$ cat config.mk
export PLATFORM = sky130hd
export DESIGN_NAME = riscv_str_dec_mc
export DESIGN_NICKNAME = d
export VERILOG_FILES = /design/src/rtl/riscv_str_dec_mc.sv
export SDC_FILE = /design/constraint.sdc
export NUM_CORES = 1
export LEC_CHECK = 0
export ABC_AREA = 1
export CAP_MARGIN = 20
export CORE_ASPECT_RATIO = 0.8
export CORE_MARGIN = 2
export CORE_UTILIZATION = 35
export CTS_CLUSTER_SIZE = 8
export DETAILED_ROUTE_END_ITERATION = 6
export DONT_BUFFER_PORTS = 1
export PLACE_DENSITY = 0.57
export SKIP_LAST_GASP = 1
export SYNTH_ARGS = -nofsm -noshare
export SYNTH_HDL_FRONTEND = slang
export SYNTH_SLANG_ARGS = --single-unit
$ cat constraint.sdc
create_clock -name clk -period 2.6 [get_ports clk]
set_clock_uncertainty 0.1 [all_clocks]
set_input_delay 0.26 -clock clk [delete_from_list [all_inputs] [get_ports clk]]
set_output_delay 0.26 -clock clk [all_outputs]
set_load 0.02 [all_outputs]
$ cat src/rtl/riscv_str_dec_mc.sv
// riscv_str_dec_mc: multi-cycle byte-serial string decode unit (EX stage).
// Decodes one 32-bit word, one byte per cycle LSB first, with valid/ready
// handshakes on both the request and result sides.
// Optional build macro: RISCV_STR_DEC_NUL_TERM_EN (stop at the first 0x00 byte).
module riscv_str_dec_mc #(
    parameter int unsigned                STR_OP_WIDTH = 2,
    parameter logic [STR_OP_WIDTH-1:0]    OP_LOWER     = 2'd1,
    parameter logic [STR_OP_WIDTH-1:0]    OP_UNLEET    = 2'd2,
    parameter logic [STR_OP_WIDTH-1:0]    OP_ROT13     = 2'd3
) (
    input  logic                    clk,
    input  logic                    rst,
    input  logic                    enable_i,
    input  logic [STR_OP_WIDTH-1:0] operator_i,
    input  logic [31:0]             operand_i,
    output logic                    ready_o,
    output logic                    valid_o,
    output logic [31:0]             result_o,
    input  logic                    ready_i
);

    typedef enum logic [1:0] {StIdle, StBusy, StDone} state_e;

    state_e                  state_q, state_d;
    logic [1:0]              idx_q, idx_d;
    logic [STR_OP_WIDTH-1:0] op_q, op_d;
    logic [31:0]             operand_q, operand_d;
    logic [31:0]             res_q, res_d;
    logic [7:0]              src_byte;

    // Single-byte decode; unmatched bytes and unknown opcodes pass through.
    function automatic logic [7:0] xform(input logic [7:0] b,
                                         input logic [STR_OP_WIDTH-1:0] op);
        logic [7:0] r;
        r = b;
        case (op)
            OP_LOWER: begin
                if (b >= 8'h41 && b <= 8'h5A) r = b + 8'h20;
            end
            OP_UNLEET: begin
                case (b)
                    8'h34:   r = 8'h61; // '4' -> 'a'
                    8'h33:   r = 8'h65; // '3' -> 'e'
                    8'h31:   r = 8'h69; // '1' -> 'i'
                    8'h30:   r = 8'h6F; // '0' -> 'o'
                    8'h35:   r = 8'h73; // '5' -> 's'
                    8'h37:   r = 8'h74; // '7' -> 't'
                    default: r = b;
                endcase
            end
            OP_ROT13: begin
                // Add 13 in the first half of each alphabet, subtract in the second.
                if ((b >= 8'h41 && b <= 8'h4D) || (b >= 8'h61 && b <= 8'h6D)) begin
                    r = b + 8'd13;
                end else if ((b >= 8'h4E && b <= 8'h5A) || (b >= 8'h6E && b <= 8'h7A)) begin
                    r = b - 8'd13;
                end
            end
            default: r = b;
        endcase
        return r;
    endfunction

    assign src_byte = operand_q[{idx_q, 3'b000} +: 8];

    // State and datapath registers with asynchronous reset.
    always_ff @(posedge clk or posedge rst) begin
        if (rst) begin
            state_q   <= StIdle;
            idx_q     <= 2'd0;
            op_q      <= '0;
            operand_q <= 32'd0;
            res_q     <= 32'd0;
        end else begin
            state_q   <= state_d;
            idx_q     <= idx_d;
            op_q      <= op_d;
            operand_q <= operand_d;
            res_q     <= res_d;
        end
    end

    // Next-state: accept in idle, one byte per busy cycle, hold in done.
    always_comb begin
        state_d   = state_q;
        idx_d     = idx_q;
        op_d      = op_q;
        operand_d = operand_q;
        res_d     = res_q;
        case (state_q)
            StIdle: begin
                if (enable_i) begin
                    op_d      = operator_i;
                    operand_d = operand_i;
                    res_d     = 32'd0;
                    idx_d     = 2'd0;
                    state_d   = StBusy;
                end
            end
            StBusy: begin
                res_d[{idx_q, 3'b000} +: 8] = xform(src_byte, op_q);
                idx_d = idx_q + 2'd1;
                if (idx_q == 2'd3) begin
                    idx_d   = 2'd0;
                    state_d = StDone;
                end
`ifdef RISCV_STR_DEC_NUL_TERM_EN
                // Terminator found: blank this byte and everything above it.
                if (src_byte == 8'h00) begin
                    for (int i = 0; i < 4; i++) begin
                        if (2'(i) >= idx_q) res_d[8*i +: 8] = 8'h00;
                    end
                    idx_d   = 2'd0;
                    state_d = StDone;
                end
`endif
            end
            StDone: begin
                if (ready_i) state_d = StIdle;
            end
            default: state_d = StIdle;
        endcase
    end

    // Outputs decoded from state; result is masked to zero unless valid.
    always_comb begin
        ready_o  = (state_q == StIdle);
        valid_o  = (state_q == StDone);
        result_o = (state_q == StDone) ? res_q : 32'd0;
    end

endmodule

==> impl_metrics.csv, run 1 <==
group,metric,value,unit
timing,fin_crit,2.55,ns
detailed_routing,routedWlPerCell,14.9,um
worst_setup_path,required,2.70,ns
finish,regArea,1750,um2
placed_design,port-buffer-count,0,
detailed_routing,top_layer_used,"met4",
worst_hold_path,hold_class,"primary input to register",
detailed_routing,viasPerCell,4.93,
global_routing,grt_use_total,17.0,%
floorplanning,die-height,107,um
global_routing,grt_max_degree,42,
worst_setup_path,critPathTopFamily,"simple AND/OR/NAND/NOR gates",
finish,final_cell_mix,"nand2_1, dfrtp_1, inv_1",
flow_run,maxCapViolCount,0,
worst_setup_path,startpoint_type,"register",
clock_tree,cts_num_sinks,70,
detailed_routing,wirelength,12400,um
floorplanning,die_area,14200,um2
clock_tree,htreeDepth,3,
floorplanning,start_util,36.0,%
logic_synthesis,yosysWarnings,0,
placed_design,globalplace.congestion,0.932,
placed_design,dp_hpwl,8690,um
detailed_routing,wl_met3,691,um
finish,synthToLayoutAreaGrowth,30.2,%
outcome,status,"finished clean",
timing,setup-tns-final,0,ns
finish,final_common_cell,"nand2_1",
detailed_routing,dr_total_vias,4108,
timing,slew_violations,0,
worst_setup_path,cpPeakStageDelay,0.49,ns
global_routing,grt_pass1_vias,3916,
clock_tree,cts_buffers,9,
detailed_routing,drc,0,
global_routing,grt_overflow_total,0,
timing,fmax,392,MHz
logic_synthesis,synth-seq-cells,70,
finish,insertedDiodeCount,0,
finish,nFillCells,1243,
placed_design,place_area,4900,um2
detailed_routing,wl_met2,5670,um
global_routing,antenna_found_initial,0,
worst_setup_path,worstSetupPathType,"register to register",
detailed_routing,drt-initial-drc-count,257,
logic_synthesis,syn_avg_cell_area,7.85,um2
logic_synthesis,synthesis.area,4630,um2
worst_setup_path,slowest_stage,"dfrtp_2",
finish,drive_above_1_share,32.1,%
timing,slew_headroom,48.1,%
worst_setup_path,cp_max_fo,6,
timing,worst_pin_slew,0.778,ns
global_routing,grt_pass1_wl,19300,um
worst_setup_path,path_cells,"buf_6 > clkbuf_16 > nand2_2 > nand3_2 > nand2_4 > nand2_2 > nor2_2 > inv_1 > nor2_1 > nor2_2 > nand2_1 > nand2_1 > nand3_1 > nand2_1 > inv_2 > nand2_4 > nand4_1 > o21ai_0",
detailed_routing,ant_nets,0,
clock_tree,cts.clk_slew.worst_paths,0.05,ns
logic_synthesis,syn_nets,641,
worst_setup_path,crit_arrival,2.65,ns
floorplanning,dieWidth,133,um
detailed_routing,drt-met1-wl,5900,um
timing,rsz0062_at_grt,"true",
floorplanning,pin_count,72,
clock_tree,root_buffer,"clkbuf_16",
detailed_routing,firstDrtPassIters,5,
floorplanning,fp-row-count,37,
timing,setup-violations-final,0,
finish,multi_input_area,2780,um2
timing,hold_viol,0,
finish,fin_nets,707,
worst_setup_path,endpoint_kind,"register",
clock_tree,clk_latency,0.33,ns
logic_synthesis,synth_cell_types,38,
worst_setup_path,crit_buf_inv,4,
logic_synthesis,synthCells,590,
clock_tree,cts_buffer_depth,2,
finish,finalInstanceArea,6030,um2
worst_setup_path,cp_common_cell,"nand2_1",
timing,post-route-period-util,98.2,%
clock_tree,cts_tree,"built",
floorplanning,core,12900,um2
logic_synthesis,yosysSeqAreaShare,37.8,%
[cells in the mapped netlist (all sizes together)]
master  count  area (um2)
o21a        1        7.51
a21boi      1        7.51
inv        76         295
nand2     172         806
buf         9        92.6
dfrtp      70        1750
nor3        5        25.0
mux2       26         293
or2         1        6.26
o21ai      33         173
nand3b      1        7.51
a21oi      17        96.4
xor2        6        52.6
ha         13         163
nand4      17         125
clkbuf     10        37.5
o21bai      5        41.3
nand3      53         345
o211ai      2        15.0
nor2       72         293
[kinds of logic (layout without fill, tap and decap cells)]
kind of cell	count (synthesis)	in the layout	synth area share [%]
simple gates	321	321	34.7
buf+inv	95	163	9.18
flops	70	70	37.8
compound gates	59	59	7.35
mux	26	26	6.32
fa+ha+maj	13	13	3.51
xor+xnor	6	6	1.13
[through the flow]
stage          hold slack, ns  cells  setup WS (ns)  utilization (%)
3_3_place_gp            0.202    765        -0.0382             38.1
6_report               0.0120    833         0.0466             46.9
3_5_place_dp            0.226    765        -0.0961             38.1
2_1_floorplan           0.272    590          0.181                -
5_1_grt               0.00701    833         -0.100             46.9
4_1_cts               0.00279    811       0.000554             42.6
[sequential cells by signal, summed over array words and instances (netlist names)]
register / cells
state_q: 2
op_q: 2
res_q: 32
idx_q: 2
operand_q: 32
[worst reg2reg max path: cells and delay by family (launching register included)]
kind / cells / cell delay (ns)
AOI/OAI and AO/OA: 1 / 0.11
buffers and inverters: 4 / 0.47
DFF: 1 / 0.49
and+or+nand+nor: 13 / 1.26
[repair_timing]
item | 4_1_cts | 5_1_grt
hold buffers | 33 | 0
buffers inserted | 0 | 20
endpoints found under the setup margin | 24 | 32
gates cloned | 0 | 2
resized for setup | 1 | 96
hold endpoints to repair | 66 | 0
pin swaps | 0 | 39
[metal layers]
layer | GRT usage [%] | vias up
li1 | - | 2019
met1 | 23.4 | 1933
met2 | 27.1 | 137
met3 | 3.36 | 19
met4 | 4.92 | 0
met5 | 0 | -
[area by class of cell]
type                            instances  area share (%)
Clock buffer                           10            3.80
Clock inverter                          3           0.249
Inverter                               76            5.10
Multi-Input combinational cell        425            46.1
Sequential cell                        70            29.1
Tap cell                              175            3.63
Timing Repair Buffer                   73            11.9
Timing Repair inverter                  1           0.187
[path summary, 6_finish.rpt]
kind,end,cells past startpoint,slack (ns),startpoint
setup / recovery,res_q[21]$_DFFE_PP0P_,18,0.05,idx_q[0]$_DFFE_PP0P_
hold / removal,operand_q[22]$_DFFE_PP0P_,2,0.01,operand_i[22]
setup reg to reg,res_q[21]$_DFFE_PP0P_,18,0.05,idx_q[0]$_DFFE_PP0P_
hold reg to reg,res_q[12]$_DFFE_PP0P_,2,0.38,res_q[12]$_DFFE_PP0P_
max in group asynchronous,res_q[4]$_DFFE_PP0P_,3,1.32,rst
min in group asynchronous,operand_q[30]$_DFFE_PP0P_,2,0.43,rst
Power of run 1 is left out: the tool's default activity adds up to more than one toggle a clock period on the data nets, which glitch-free logic cannot reach.
==> run 2, diff against run 1 <==
RECOVER_POWER = 50   (was default)
==> run 2 against run 1 <==
Compared with the run above: non-clock buffer count did not move; register-to-register slack improved by 0.03 ns; maximum frequency rose by 1.1%; global-route usage did not move; first-iteration DRC count did not move; sequential share of layout area rose by 0.060 points; count of clock-buffer cells in the layout did not move; final area fell by 0.21%; critical path type unchanged.
==> impl_metrics.csv, run 2 (synthesis results as in run 1) <==
group,metric,value,unit
flow_run,maxCapViolCount,0,
placed_design,port-buffer-count,0,
detailed_routing,dr_total_vias,4105,
floorplanning,die-height,107,um
detailed_routing,routedWlPerCell,14.9,um
detailed_routing,wirelength,12400,um
timing,worst_pin_slew,1.36,ns
global_routing,grt_pass1_wl,19300,um
worst_setup_path,crit_arrival,2.63,ns
floorplanning,core,12900,um2
timing,setup-tns-final,0,ns
worst_setup_path,ff2ff_path_depth,18,
floorplanning,fp-row-count,37,
detailed_routing,ant_nets,0,
clock_tree,cts_tree,"built",
detailed_routing,viasPerCell,4.93,
worst_setup_path,startpoint_type,"register",
finish,nFillCells,1245,
timing,setup-violations-final,0,
finish,synthToLayoutAreaGrowth,29.9,%
floorplanning,dieWidth,133,um
placed_design,dp_hpwl,8690,um
placed_design,globalplace.congestion,0.932,
detailed_routing,drt-initial-drc-count,257,
clock_tree,cts_buffer_depth,2,
worst_hold_path,min_path_cells,2,
finish,largest_registers,"operand_q x32, res_q x32",
timing,fin_crit,2.53,ns
detailed_routing,firstDrtPassIters,5,
finish,final_cell_mix,"nand2_1, dfrtp_1, inv_1",
finish,insertedDiodeCount,0,
global_routing,grt_overflow_total,0,
worst_setup_path,cp_max_fo,6,
finish,final_common_cell,"nand2_1",
floorplanning,start_util,36.0,%
timing,fmax,396,MHz
clock_tree,htreeDepth,3,
timing,post-route-period-util,97.2,%
timing,rsz0062_at_grt,"true",
detailed_routing,drc,0,
worst_setup_path,worstSetupPathType,"register to register",
timing,slew_violations,0,
clock_tree,cts_buffers,9,
floorplanning,die_area,14200,um2
floorplanning,pin_count,72,
finish,regArea,1750,um2
global_routing,antenna_found_initial,0,
worst_hold_path,hold_class,"primary input to register",
global_routing,grt_pass1_vias,3916,
clock_tree,cts_num_sinks,70,
global_routing,grt_max_degree,42,
clock_tree,root_buffer,"clkbuf_16",
global_routing,grt_use_total,17.0,%
clock_tree,cts.clk_slew.worst_paths,0.05,ns
worst_setup_path,endpoint_kind,"register",
outcome,status,"finished clean",
timing,slew_headroom,9.30,%
worst_setup_path,required,2.70,ns
clock_tree,clk_latency,0.33,ns
finish,drive_above_1_share,31.9,%
finish,fin_nets,707,
finish,multi_input_area,2780,um2
timing,hold_viol,0,
==> run 2: cell count changes in the layout (fill, tap and decap cells not counted) <==
cell | previous run | this run
clkbuf_4 | 0 | 1
inv_1 | 62 | 63
buf_12 | 3 | 2
inv_2 | 8 | 7
==> run 2: path summary, 6_finish.rpt <==
check,to,from,slack (ns)
max in group asynchronous,op_q[1]$_DFFE_PP0P_,rst,0.46
min in group asynchronous,operand_q[30]$_DFFE_PP0P_,rst,0.66
max reg2reg,res_q[21]$_DFFE_PP0P_,idx_q[0]$_DFFE_PP0P_,0.07
min,operand_q[22]$_DFFE_PP0P_,operand_i[22],0.01
min reg2reg,res_q[12]$_DFFE_PP0P_,res_q[12]$_DFFE_PP0P_,0.38
max,res_q[21]$_DFFE_PP0P_,idx_q[0]$_DFFE_PP0P_,0.07
==> run 2: cell type report <==
cell class	count	area share, %
Tap cell	175	3.64
Multi-Input combinational cell	425	46.2
Clock inverter	3	0.249
Timing Repair Buffer	73	11.7
Clock buffer	10	3.80
Sequential cell	70	29.1
Timing Repair inverter	1	0.187
Inverter	76	5.11
==> run 2: repair_timing <==
action	in CTS	in global routing
cloned	0	2
endpoints found under the hold margin	66	0
setup buffers	0	20
gates resized for setup	1	96
setup endpoints to repair	24	32
hold buffers	33	0
pin swaps	0	39
==> run 2: metal layers <==
layer | wire [um] | up-vias | GRT usage (%)
li1 | - | 2015 | -
met1 | 5860 | 1935 | 23.4
met2 | 5690 | 136 | 27.1
met3 | 687 | 19 | 3.36
met4 | 182 | 0 | 4.92
met5 | 0 | - | 0
==> run 2: critical path: stages (launching register included) <==
cell       delay (ns)
dfrtp_2          0.49
buf_6            0.16
clkbuf_16        0.16
nand2_2          0.08
nand3_2          0.12
nand2_4          0.13
nand2_2          0.09
nor2_2           0.18
inv_1            0.09
nor2_1           0.14
nor2_2           0.07
nand2_1          0.09
nand2_1          0.05
nand3_1          0.07
nand2_1          0.06
inv_2            0.07
nand2_4          0.06
nand4_1          0.09
o21ai_0          0.11
==> run 2: metrics by stage <==
stage / instance area (um2) / util (%) / cells / worst slack, ns / hold WS [ns]
after floorplan: 4630 / - / 590 / 0.181 / 0.272
after global placement: 4900 / 38.1 / 765 / -0.0382 / 0.202
after detailed placement: 4900 / 38.1 / 765 / -0.0961 / 0.226
after CTS: 5480 / 42.6 / 811 / 0.000554 / 0.00279
after global routing: 6020 / 46.8 / 833 / -0.100 / 0.00701
final: 6020 / 46.8 / 833 / 0.0735 / 0.0127
Power of run 2 is left out for the same reason.
==> run 3, diff against run 2 <==
SETUP_SLACK_MARGIN = 0.2   (was default)
==> run 3 against run 2 <==
Compared with the run above: global-route usage is 2.1 points higher; flip-flop and latch count stayed put; critical path depth is 1 higher; setup slack worse by 0.0070 ns; count of clock-buffer cells in the layout is 2 higher.
==> impl_metrics.csv, run 3 (synthesis results as in run 1) <==
group,metric,value,unit
outcome,status,"finished clean",
timing,post-route-period-util,97.4,%
global_routing,antenna_found_initial,0,
worst_setup_path,cp_common_cell,"nand2_2",
finish,final_cell_mix,"nand2_1, dfrtp_1, inv_1",
timing,worst_pin_slew,1.32,ns
worst_setup_path,required,2.75,ns
timing,worst_slack,0.0664,ns
worst_setup_path,ff2ff_path_depth,19,
floorplanning,die-height,107,um
timing,slew_violations,0,
global_routing,grt_pass1_vias,4340,
detailed_routing,ant_nets,0,
worst_setup_path,slowest_stage,"dfrtp_2",
worst_setup_path,endpoint_kind,"register",
clock_tree,htreeDepth,3,
clock_tree,cts_tree,"built",
detailed_routing,dr_total_vias,4240,
global_routing,grt_overflow_total,0,
clock_tree,cts_buffer_depth,2,
worst_setup_path,r2r_slack,0.07,ns
worst_setup_path,startpoint_type,"register",
finish,nFillCells,1203,
clock_tree,root_buffer,"clkbuf_16",
finish,final_common_cell,"nand2_1",
timing,setup-violations-final,0,
clock_tree,cts.clk_slew.worst_paths,0.06,ns
finish,synthToLayoutAreaGrowth,39.3,%
finish,insertedDiodeCount,0,
floorplanning,dieWidth,133,um
placed_design,globalplace.congestion,0.944,
floorplanning,start_util,36.0,%
worst_hold_path,min_path_cells,2,
global_routing,grt_pass1_wl,21700,um
timing,fmax,395,MHz
finish,fin_nets,725,
worst_setup_path,r2r-end,"res_q[24]$_DFFE_PP0P_",
detailed_routing,viasPerCell,4.96,
detailed_routing,wirelength,13200,um
floorplanning,pin_count,72,
worst_setup_path,crit_arrival,2.69,ns
placed_design,dp_hpwl,8820,um
worst_setup_path,path_cells,"buf_12 > inv_16 > buf_12 > nand2_4 > nand2_2 > nand2_2 > nand2_4 > ha_4 > nand3_2 > inv_1 > nand2_2 > nand3_2 > nand2_4 > nand2_8 > o21ai_1 > nand3_1 > nand2_2 > nand4_1 > o21ai_1",
clock_tree,cts_num_sinks,70,
finish,largest_registers,"operand_q x32, res_q x32",
placed_design,port-buffer-count,0,
floorplanning,die_area,14200,um2
floorplanning,core,12900,um2
timing,fin_crit,2.53,ns
worst_setup_path,critPathCapture,"res_q[24]$_DFFE_PP0P_",
worst_setup_path,worstReg2RegStart,"idx_q[0]$_DFFE_PP0P_",
timing,slew_headroom,11.8,%
clock_tree,clk_latency,0.34,ns
clock_tree,cts_buffers,9,
detailed_routing,routedWlPerCell,15.4,um
global_routing,grt_use_total,19.1,%
floorplanning,fp-row-count,37,
detailed_routing,firstDrtPassIters,5,
placed_design,pre_cts_ws,-0.00463,ns
detailed_routing,drt-initial-drc-count,219,
worst_setup_path,cp_max_fo,8,
global_routing,grt_max_degree,38,
worst_setup_path,cpPeakStageDelay,0.39,ns
worst_setup_path,cp-startpoint,"idx_q[0]$_DFFE_PP0P_",
flow_run,maxCapViolCount,0,
detailed_routing,drc,0,
timing,rsz0062_at_grt,"true",
finish,drive_above_1_share,36.7,%
timing,hold_viol,0,
worst_hold_path,hold_class,"primary input to register",
worst_setup_path,worstSetupPathType,"register to register",
timing,hold_ws,0.00628,ns
==> run 3: worst min path at each step <==
stage	start	to	slack, ns
6_report	operand_i[22]	operand_q[22]$_DFFE_PP0P_	0.006
5_1_grt	operand_i[22]	operand_q[22]$_DFFE_PP0P_	0.007
4_1_cts	operand_i[22]	operand_q[22]$_DFFE_PP0P_	0.002
3_5_place_dp	rst	res_q[24]$_DFFE_PP0P_	0.23
3_3_place_gp	rst	res_q[24]$_DFFE_PP0P_	0.22
2_1_floorplan	ready_i	state_q[1]$_DFFE_PP0P_	0.27
==> run 3: metrics by stage <==
step / instances / util, % / setup TNS [ns] / area (um2)
after floorplan: 590 / - / 0 / 4640
after global placement: 765 / 38.2 / 0 / 4920
after detailed placement: 765 / 38.2 / -0.00463 / 4920
after CTS: 848 / 49.3 / 0 / 6340
after global routing: 854 / 50.1 / -0.725 / 6450
final: 854 / 50.1 / 0 / 6450
==> run 3: metal layers <==
metal	part of all wire, %	routed length, um	track usage (%)	vias up
met5	0	0	0	-
li1	-	-	-	2056
met1	47	6200	26.2	2047
met3	4.6	610	3.55	19
met2	47	6170	31.0	118
met4	1.4	180	5.45	0
==> run 3: repair_timing <==
action | CTS | global route
cloned | 4 | 0
hold endpoints to repair | 69 | 0
buffers inserted | 28 | 6
hold buffers | 35 | 0
resized for setup | 117 | 24
setup endpoints to repair | 32 | 32
pin swaps | 32 | 30
==> run 3: critical path, delay by kind of cell (launching register included) <==
kind,cells,cell delay (ns)
flip-flops,1,0.39
AND/OR/NAND/NOR,12,1.10
AO/OA/AOI/OAI,2,0.27
buffers and inverters,4,0.42
adder cells (fa/ha/maj),1,0.17
==> run 3: layout make-up <==
| cell class | count | area, um2 | area share [%] |
|---|---|---|---|
| clock inverters | 4 | 70.1 | 1.09 |
| clock buffers | 12 | 246 | 3.82 |
| repair buffers | 90 | 896 | 13.9 |
| repair inverters | 1 | 11.3 | 0.175 |
| flip-flops and latches | 70 | 1750 | 27.2 |
| multi-input cells | 426 | 2940 | 45.5 |
| inverters | 76 | 322 | 4.98 |
| well taps | 175 | 219 | 3.39 |
Power of run 3 is left out for the same reason.
